<file path="config.mk">
export PLATFORM = sky130hd
export DESIGN_NAME = fetch_unit
export DESIGN_NICKNAME = d
export VERILOG_FILES = /design/src/rtl/fetch_unit.sv
export SDC_FILE = /design/constraint.sdc
export NUM_CORES = 1
export LEC_CHECK = 0
export ABC_AREA = 1
export CORE_ASPECT_RATIO = 0.5
export CORE_UTILIZATION = 46
export DETAILED_ROUTE_END_ITERATION = 12
export PLACE_DENSITY_LB_ADDON = 0.25
export SETUP_SLACK_MARGIN = 0.4
export SKIP_LAST_GASP = 1
export SYNTH_ARGS = -nofsm -noshare
export SYNTH_HDL_FRONTEND = slang
export SYNTH_SLANG_ARGS = --single-unit
</file>
<file path="constraint.sdc">
create_clock -name i_clk -period 1.7 [get_ports i_clk]
set_input_delay 0.34 -clock i_clk [delete_from_list [all_inputs] [get_ports i_clk]]
set_output_delay 0.34 -clock i_clk [all_outputs]
set_load 0.01 [all_outputs]
</file>
<file path="src/rtl/fetch_unit.sv">
// -----------------------------------------------------------------------------
// fetch_unit
// Instruction-fetch stage of the single-issue RV32I core. Owns the PC, presents
// the word index of the PC to the instruction memory and captures the returned
// word into the IF/ID register. It handles stall, flush and branch/jump
// redirect. A misaligned or out-of-range fetch address is a sticky fault; only
// reset leaves it.
//
// Ports
//   i_clk              clock, every state update is on its rising edge
//   i_rst              synchronous active-high reset, overrides all inputs
//   i_stall            hold the PC and the IF/ID register
//   i_flush            invalidate the IF/ID entry written this cycle
//   i_redirect_valid   taken branch/jump: load i_redirect_target into the PC
//   i_redirect_target  byte address of the redirect target
//   o_imem_addr        word index into imem, {2'b00, pc[31:2]} (combinational)
//   i_imem_rd          instruction word read back from imem (combinational)
//   o_if_instr         IF/ID instruction
//   o_if_pc            IF/ID byte PC of o_if_instr
//   o_if_pc_plus4      IF/ID o_if_pc + 4, modulo 2^32
//   o_if_valid         IF/ID entry valid
//   o_trap             sticky fetch fault
//   o_trap_pc          faulting byte address
//   o_fetch_count      number of captured instructions, wraps
// -----------------------------------------------------------------------------
module fetch_unit #(
    parameter logic [31:0] RESET_PC   = 32'h0000_0000,
    parameter int          IMEM_DEPTH = 1024,
    parameter int          CNT_W      = 32
) (
    input  logic             i_clk,
    input  logic             i_rst,
    input  logic             i_stall,
    input  logic             i_flush,
    input  logic             i_redirect_valid,
    input  logic [31:0]      i_redirect_target,
    output logic [31:0]      o_imem_addr,
    input  logic [31:0]      i_imem_rd,
    output logic [31:0]      o_if_instr,
    output logic [31:0]      o_if_pc,
    output logic [31:0]      o_if_pc_plus4,
    output logic             o_if_valid,
    output logic             o_trap,
    output logic [31:0]      o_trap_pc,
    output logic [CNT_W-1:0] o_fetch_count
);

    localparam logic [31:0] NOP_INSTR = 32'h0000_0013;
    localparam logic [31:0] DEPTH_W   = 32'(IMEM_DEPTH);

    typedef enum logic [1:0] {
        ST_BOOT = 2'd0,
        ST_RUN  = 2'd1,
        ST_TRAP = 2'd2
    } state_t;

    state_t            r_state;
    logic [31:0]       r_pc;
    logic [31:0]       r_if_instr;
    logic [31:0]       r_if_pc;
    logic [31:0]       r_if_pc_plus4;
    logic              r_if_valid;
    logic              r_trap;
    logic [31:0]       r_trap_pc;
    logic [CNT_W-1:0]  r_fetch_count;
    logic [31:0]       w_pc_plus4;

    // A fetch address is unusable when it is not word aligned or lies past the end of imem.
    function automatic logic addr_bad(input logic [31:0] a);
        addr_bad = (a[1:0] != 2'b00) || ({2'b00, a[31:2]} >= DEPTH_W);
    endfunction

    assign w_pc_plus4    = r_pc + 32'd4;
    assign o_imem_addr   = {2'b00, r_pc[31:2]};
    assign o_if_instr    = r_if_instr;
    assign o_if_pc       = r_if_pc;
    assign o_if_pc_plus4 = r_if_pc_plus4;
    assign o_if_valid    = r_if_valid;
    assign o_trap        = r_trap;
    assign o_trap_pc     = r_trap_pc;
    assign o_fetch_count = r_fetch_count;

    // PC sequencing, IF/ID capture and fault tracking.
    always_ff @(posedge i_clk) begin
        if (i_rst) begin
            r_state       <= ST_BOOT;
            r_pc          <= RESET_PC;
            r_if_instr    <= NOP_INSTR;
            r_if_pc       <= 32'h0000_0000;
            r_if_pc_plus4 <= 32'h0000_0000;
            r_if_valid    <= 1'b0;
            r_trap        <= 1'b0;
            r_trap_pc     <= 32'h0000_0000;
            r_fetch_count <= '0;
        end else begin
            case (r_state)
                // One settling cycle after reset: only the reset PC is vetted.
                ST_BOOT: begin
                    if (addr_bad(r_pc)) begin
                        r_state   <= ST_TRAP;
                        r_trap    <= 1'b1;
                        r_trap_pc <= r_pc;
                    end else begin
                        r_state   <= ST_RUN;
                    end
                end
                ST_RUN: begin
                    if (i_redirect_valid) begin
                        // Redirect wins over stall; the wrong-path entry is dropped.
                        r_if_valid <= 1'b0;
                        if (addr_bad(i_redirect_target)) begin
                            r_state   <= ST_TRAP;
                            r_trap    <= 1'b1;
                            r_trap_pc <= i_redirect_target;
                        end else begin
                            r_pc      <= i_redirect_target;
                        end
                    end else if (i_stall) begin
                        if (i_flush) begin
                            r_if_valid <= 1'b0;
                        end else begin
                            r_if_valid <= r_if_valid;
                        end
                    end else if (addr_bad(r_pc)) begin
                        // Sequential fetch ran off the end of imem.
                        r_state    <= ST_TRAP;
                        r_trap     <= 1'b1;
                        r_trap_pc  <= r_pc;
                        r_if_valid <= 1'b0;
                    end else begin
                        r_if_instr    <= i_imem_rd;
                        r_if_pc       <= r_pc;
                        r_if_pc_plus4 <= w_pc_plus4;
                        r_pc          <= w_pc_plus4;
                        r_if_valid    <= ~i_flush;
                        r_fetch_count <= r_fetch_count + CNT_W'(1);
                    end
                end
                ST_TRAP: begin
                    r_trap     <= 1'b1;
                    r_if_valid <= 1'b0;
                end
                default: begin
                    // Unreachable encoding: fail safe into the fault state.
                    r_state    <= ST_TRAP;
                    r_trap     <= 1'b1;
                    r_trap_pc  <= r_pc;
                    r_if_valid <= 1'b0;
                end
            endcase
        end
    end

endmodule

</file>
== Word level (Yosys, flattened, before mapping) ==
Cells that the tools add are included.
Cells by class
  add/subtract/negate cells: 2
  magnitude comparators: 2
  equal/unequal tests: 9
  multiplexer cells: 25
  bitwise logic cells: 6
  reduce and logical (&&, ||, !) cells: 11
Operator list (count)
  32-bit two-way mux: 8
  32-bit one-hot mux with 3 select lines: 1
  30-bit by 11-bit greater-or-equal comparator with 1-bit output (second input constant): 2
  32-bit by 1-bit adder with 32-bit output (second input constant): 1
  32-bit by 3-bit adder with 32-bit output (second input constant): 1
  4-bit AND reduction: 3
  2-bit two-way mux: 5
  3-bit != test (second input constant): 3
  1-bit two-way mux: 8
  1-bit inverter: 6
  2-bit one-hot mux with 3 select lines: 1
  2-bit != test (second input constant): 2
  4-bit != test (second input constant): 1
  1-bit one-hot mux with 2 select lines: 2
  2-bit AND reduction: 2
  2-bit nonzero test: 2
  3-bit AND reduction: 1
  2-bit by 1-bit == test with 1-bit output (second input constant): 1
  2-bit == test (second input constant): 1
  2-bit zero test: 1
  1-bit logical OR: 2
  2-bit by 1-bit != test with 1-bit output (second input constant): 1
Storage, ports and cells
  register bits: 196
  bits of input ports: 69
  output and inout port bits: 194
  word-level logic and storage cells: 64

== Logic depth before layout (Yosys ltp) ==
Gate-level depths: netlist of run 1.
  depth after elaboration: 6
  gate-level depth with buffers: 12
  depth with buffers taken out: 12

== Worst setup path before layout of run 1 ==
Ideal clock, no wire load.
  path kind: register to register
  from: register r_fetch_count[0] (netlist: o_fetch_count[0])
  to: register r_fetch_count[16] (netlist: o_fetch_count[16])
  library setup time: 70 ps
  arrival: 1534 ps
  data required time: 1630 ps
  setup slack: 96 ps
  cell stages (with the launch flop): 9
  buffers on the path: 0
  clock period less this slack: 1604 ps
  cells stage by stage: dfxtp_1 > ha_1 > inv_1 > nor2_1 > nand2_1 > nor2_1 > xor2_1 > nand2_1 > a21oi_1
On the way
  cells in the longest elaborated chain, start to end: 1
Ends and longest elaborated chain
  start, declared: line 65  | logic [CNT_W-1:0] r_fetch_count;
  start signal, assigned: line 136  | r_fetch_count <= r_fetch_count + CNT_W'(1);
  32-bit by 1-bit adder with 32-bit output: line 136
No other way between the ends.
A chain may end at the register's enable or synchronous reset.

== Final worst setup path of run 1 ==
  from: register r_pc[20]
  to: register r_pc[4]
On the way
  cells in the longest elaborated chain, start to end: 4
Ends and longest elaborated chain
  start, declared: line 58  | logic [31:0] r_pc;
  start signal, assigned: line 116  | r_pc <= i_redirect_target;
  start signal, assigned: line 134  | r_pc <= w_pc_plus4;
  30-bit by 11-bit greater-or-equal comparator with 1-bit output: line 70  | addr_bad = (a[1:0] != 2'b00) || ({2'b00, a[31:2]} >= DEPTH_W);
  1-bit logical OR: line 70
  2-bit != test (no line)
  4-bit AND reduction (no line)
No other way between the ends.

==> run summary, run 1 <==
status: finished, violations left
violated checks: negative setup slack
Initial Util: 47.1%
CP Launch Type: flop
buffers added on ports: 260
Iter 0 DRT Violations: 1260
pin count of the biggest net entering global routing: 80
max cap viols: 0
RSZ-0062 raised after global routing: true
area grow syn2layout: 55.1%
# hold bufs at CTS: 0
GRT Resource Usage Total: 31.0%
Top Ports: 263
total grt overflow: 0
Final Setup Violations: 48
Final Hold Viols: 0
P_leak: 0.00704 uW
Via density: 5.36
Worst setup EP type: flop
clock transition at the registers of the reported paths: 80 ps
Post-synth EDFFs: 0
number of buffers created by CTS: 17
FF-to-FF setup slack: -80 ps
Tcrit/Tclk final: 105%
chip height: 105 um
synthesized flop and latch total: 194
Synth area leader: dfxtp_1
maximum vdd drop: 0.734 mV
first-pass GRT wire length: 54200 um
share of the synthesized area in the top cell type: 39.9%
drt wl/cell: 17.1 um
number of global-route vias before repair: 10600
Via Count: 11600
post-synthesis cell type count: 32
placed cell areas: 0.0130 mm2
diode count: 0
sequential area share after synthesis: 39.9%
Mapped Area: 0.00973 mm2
Rows: 37
worst-skew pair later-pin latency: 460 ps
Placer Congestion: 0.907
Synth Flop Type: dfxtp_1
deepest clock path buffer count: 2
cell area after layout: 0.0151 mm2
Final Critical Period: 1780 ps
Core Footprint: 0.0206 mm2
Clock Root Buffer: clkbuf_16
most frequent cells in the layout: nand2_1, nor2_1, dfxtp_2
worst setup path category: flop to flop
initial antenna violation count: 0
layout cells sized above 1: 37.0%
Mean Syn Cell Area: 6.39 um2
Post-Syn Instances: 1524
TritonCTS clock tree: yes
Die W: 208 um
fin nets: 1943
FFs w/ async S/R, synth: 0%
Worst Skew: 11.6 ps
Routed Antenna Nets: 0
full die area: 0.0218 mm2
largest cells by area after synthesis: dfxtp_1, nand2_1, nor2_1
layout filler cell count: 1554
residual DRC count: 0
largest fanout on the critical path: 8
PD cells: 817 mW/mm2
most common cell after layout, fill and taps aside: nand2_1
Req. time, crit path: 2050 ps
Max Freq: 0.563 GHz
H-tree levels: 4
CP arrival: 2120 ps
Hold Path Class: primary input to flop
1st-pass router iterations: 6
Sink Count: 194
Synthesis Warnings: 0
Final Total Pwr: 12300 uW
drt total wl: 36900 um
Final Slew Violations: 0
final worst slack: -77.6 ps
placed wire-length estimate: 22700 um
[critical path, stage by stage (launching register included)]
cell	delay (ps)
dfxtp_2	340
nor2_2	100
nand2_1	90
nor2_4	250
nand4_4	150
buf_6	150
nand2_4	90
nand2_8	130
buf_8	180
o21ai_2	120
nor2_1	60
[metal layers]
| layer | track usage (%) | share of wire [%] |
|---|---|---|
| met5 | 0 | 0 |
| met4 | 12.6 | 2.8 |
| met3 | 5.86 | 8.5 |
| met2 | 50.6 | 47 |
| met1 | 40.5 | 42 |
[cell type report]
cell class,instances,area (um2),area share [%]
repair buffers,445,4180,27.7
multi-input cells,1075,5250,34.8
clock inverters,15,200,1.33
well taps,273,342,2.26
clock buffers,17,425,2.82
inverters,137,553,3.66
flip-flops and latches,194,4130,27.3
repair inverters,1,16.3,0.108
[path summary, 6_finish.rpt]
path / from / to / cells after the start
setup / recovery: r_pc[20] / r_pc[4] / 10
hold / removal: i_redirect_target[19] / o_trap_pc[19] / 5
setup reg to reg: r_pc[20] / r_pc[4] / 10
hold reg to reg: o_if_pc_plus4[19] / o_if_pc_plus4[19] / 2
[cell families (layout without fill, tap and decap cells)]
family | after synthesis | after routing | share of synthesized area, %
AND/OR/NAND/NOR | 875 | 875 | 36.7
buffers and inverters | 256 | 615 | 11.9
flip-flops | 194 | 194 | 39.9
AO/OA/AOI/OAI | 171 | 171 | 8.91
XOR/XNOR | 24 | 24 | 2.16
adder cells (fa/ha/maj) | 3 | 3 | 0.386
other | 1 | 2 | 0.0385
[cell usage after synthesis, types with 3 or more instances]
cell type / instances
nand4_1: 59
nand2_2: 3
inv_2: 6
o21bai_1: 3
a21oi_1: 100
nand3b_1: 4
ha_1: 3
nor2_1: 301
inv_1: 129
nand3_1: 41
buf_2: 25
xor2_1: 18
o21ai_1: 24
nor2_4: 3
xnor2_1: 6
o21ai_0: 43
nand2_1: 442
clkbuf_1: 41
and3_1: 3
nor3_1: 15
dfxtp_1: 194
buf_4: 41
buf_1: 11
[sequential cells by signal, indices dropped and copies added (netlist names)]
name	cells
o_if_instr	32
o_if_valid	1
r_pc	32
o_fetch_count	32
r_state	2
o_if_pc	32
o_trap	1
o_trap_pc	32
o_if_pc_plus4	30
[where the power goes]
part	internal (uW)	switching (uW)
logic	1330	1810
clock network	2020	2160
registers	4820	189
total	8170	4160
[through the flow]
step	hold slack, ps	util, %	setup slack, ps	setup TNS, ps	cells
floorplan	451	-	259	0	1525
global placement	425	63.2	-332	-37620	2035
detailed placement	428	63.2	-360	-41620	2035
CTS	384	69.4	-2.63	-7.80	2119
global route	327	73.1	-145	-10900	2157
finish	294	73.1	-77.6	-1240	2157
[what timing repair did]
action                     CTS  global route
resized for setup          717           385
buffers inserted            49            23
cloned                       3            15
pin swaps                    5            52
setup endpoints to repair  386           348
(Power assumes the default switching activity.)
==> run 2, diff against run 1 <==
--- a/config.mk
+++ b/config.mk
@@ -6,12 +6,12 @@
 export NUM_CORES = 1
 export LEC_CHECK = 0
 export ABC_AREA = 1
+export CAP_MARGIN = 20
 export CORE_ASPECT_RATIO = 0.5
 export CORE_UTILIZATION = 46
 export DETAILED_ROUTE_END_ITERATION = 12
 export PLACE_DENSITY_LB_ADDON = 0.25
 export SETUP_SLACK_MARGIN = 0.4
-export SKIP_LAST_GASP = 1
 export SYNTH_ARGS = -nofsm -noshare
 export SYNTH_HDL_FRONTEND = slang
 export SYNTH_SLANG_ARGS = --single-unit
==> run 2 against run 1 <==
Effect of this change:
- the run still ends with negative setup slack left
- cell count is 0.19% lower
- non-clock buffer count is 4 lower
- total power is 0.26% higher
- clock skew hardly changed
- fmax is 1.4% lower
- critical endpoint unchanged
- hold slack better by 5.8 ps
- sequential power hardly changed
- register-to-register slack worse by 30 ps
- count of clock-buffer cells in the layout stayed put
==> run summary, run 2 (synthesis results as in run 1) <==
Core Footprint: 0.0206 mm2 (unchanged)
max cap viols: 0 (unchanged)
Final Setup Violations: 40 (-17%)
Sink Count: 194 (unchanged)
Initial Util: 47.1% (unchanged)
drt wl/cell: 17.1 um (+0.12%)
CP cell instances: nor2_2, nand3_2, nor2_4, nand4_4, buf_6, nand2_4, nand2_8, buf_8, o21ai_2, nor2_1
met1 GRT Util: 40.6% (+0.16 points)
Final Hold Viols: 0 (unchanged)
Via Count: 11600 (+0.0086%)
layout cells sized above 1: 36.6% (-0.40 points)
worst setup path category: flop to flop
first-pass GRT wire length: 54200 um (unchanged)
full die area: 0.0218 mm2 (unchanged)
H-tree levels: 4 (unchanged)
layout filler cell count: 1573 (+1.2%)
CP arrival: 2150 ps (+30 ps)
maximum vdd drop: 0.735 mV (about the same)
number of global-route vias before repair: 10500 (-0.14%)
initial antenna violation count: 0 (unchanged)
Via density: 5.37 (+0.19%)
number of buffers created by CTS: 17 (unchanged)
Rows: 37 (unchanged)
Iter 0 DRT Violations: 1424 (+13%)
total grt overflow: 0 (unchanged)
cell area after layout: 0.0150 mm2 (-0.27%)
Top Ports: 263 (unchanged)
Hold Path Class: primary input to flop
Max Freq: 0.555 GHz (-1.4%)
drt total wl: 36900 um (about the same)
residual DRC count: 0 (unchanged)
Placer Congestion: 0.907 (unchanged)
Die W: 208 um (unchanged)
CP Launch Type: flop
status: finished, violations left
placed cell areas: 0.0130 mm2 (unchanged)
RSZ-0062 raised after global routing: true
Worst setup EP type: flop
fin nets: 1939 (-0.21%)
Tcrit/Tclk final: 106% (+1.5 points)
clock transition at the registers of the reported paths: 80 ps (about the same)
TritonCTS clock tree: yes
worst-skew pair later-pin latency: 450 ps (about the same)
violated checks: negative setup slack
Final Critical Period: 1800 ps (+25.7 ps)
GR Util met3: 5.86% (unchanged)
PD cells: 822 mW/mm2 (+0.54%)
1st-pass router iterations: 7 (+1)
Routed Antenna Nets: 0 (unchanged)
largest fanout on the critical path: 8 (unchanged)
chip height: 105 um (unchanged)
most frequent cells in the layout: nand2_1, nor2_1, inv_1
most common cell after layout, fill and taps aside: nand2_1
GRT Resource Usage Total: 31.0% (about the same)
Slowest Stage Delay on Critical Path: 340 ps (about the same)
Worst Skew: 11.2 ps (-0.411 ps)
Req. time, crit path: 2040 ps (about the same)
diode count: 0 (unchanged)
Hold Path Cell Cnt: 5 (unchanged)
buffers added on ports: 260 (unchanged)
area grow syn2layout: 54.6%
pin count of the biggest net entering global routing: 80 (unchanged)
P_leak: 0.00702 uW (-0.29%)
Slowest-stage cell, CP: dfxtp_2
GRT busiest layer: met2
Setup Slack @ Placement: -360 ps (unchanged)
Clock Root Buffer: clkbuf_16
R2R cell count: 10 (unchanged)
met2 usage in global routing: 50.5% (-0.14 points)
final worst slack: -103 ps (-25.7 ps)
deepest clock path buffer count: 2 (unchanged)
placed wire-length estimate: 22700 um (unchanged)
Final Slew Violations: 0 (unchanged)
## run 2: final timing paths
| kind | start | end | slack (ps) |
|---|---|---|---|
| max | r_pc[18] | r_pc[4] | -100 |
| min | i_redirect_target[19] | o_trap_pc[19] | 300 |
| max reg2reg | r_pc[18] | r_pc[4] | -100 |
| min reg2reg | o_if_pc_plus4[19] | o_if_pc_plus4[19] | 440 |
## run 2: worst max-delay path: cells and delay by family (launching register included)
family / cells / cell delay [ps]
compound gates: 1 / 150
buf+inv: 2 / 330
flops: 1 / 340
simple gates: 7 / 880
## run 2: final cells by class
type / instances / area (um2) / area share (%)
multi-input cells: 1075 / 5260 / 34.9
repair buffers: 441 / 4140 / 27.5
flip-flops and latches: 194 / 4110 / 27.3
inverters: 137 / 553 / 3.68
clock buffers: 17 / 425 / 2.83
well taps: 273 / 342 / 2.27
clock inverters: 15 / 200 / 1.33
repair inverters: 1 / 16.3 / 0.108
## run 2: metal layers
layer	vias to the layer above	share of wire (%)
li1	5428	-
met1	5408	42
met2	634	47
met3	101	8.5
met4	0	2.8
met5	-	0
## run 2: what timing repair did
action / 4_1_cts / 5_1_grt
endpoints found under the setup margin: 386 / 316
hold buffers: 0 / 0
buffers inserted: 49 / 19
pin swaps: 5 / 35
cloned: 3 / 15
gates resized for setup: 911 / 256
## run 2: power breakdown
group,switching (uW),internal (uW)
clock network,2170,2020
logic,1840,1340
registers,184,4810
total,4190,8170
## run 2: stage by stage
stage | cells | hold slack (ps) | setup TNS, ps | util (%) | power (uW)
final | 2153 | 300 | -1150 | 72.9 | 12400
after global routing | 2153 | 332 | -11170 | 72.9 | 12900
after CTS | 2119 | 384 | 0 | 68.6 | 12000
after detailed placement | 2035 | 428 | -41620 | 63.2 | 7910
after global placement | 2035 | 425 | -37620 | 63.2 | 7820
after floorplan | 1525 | 451 | 0 | - | 6690
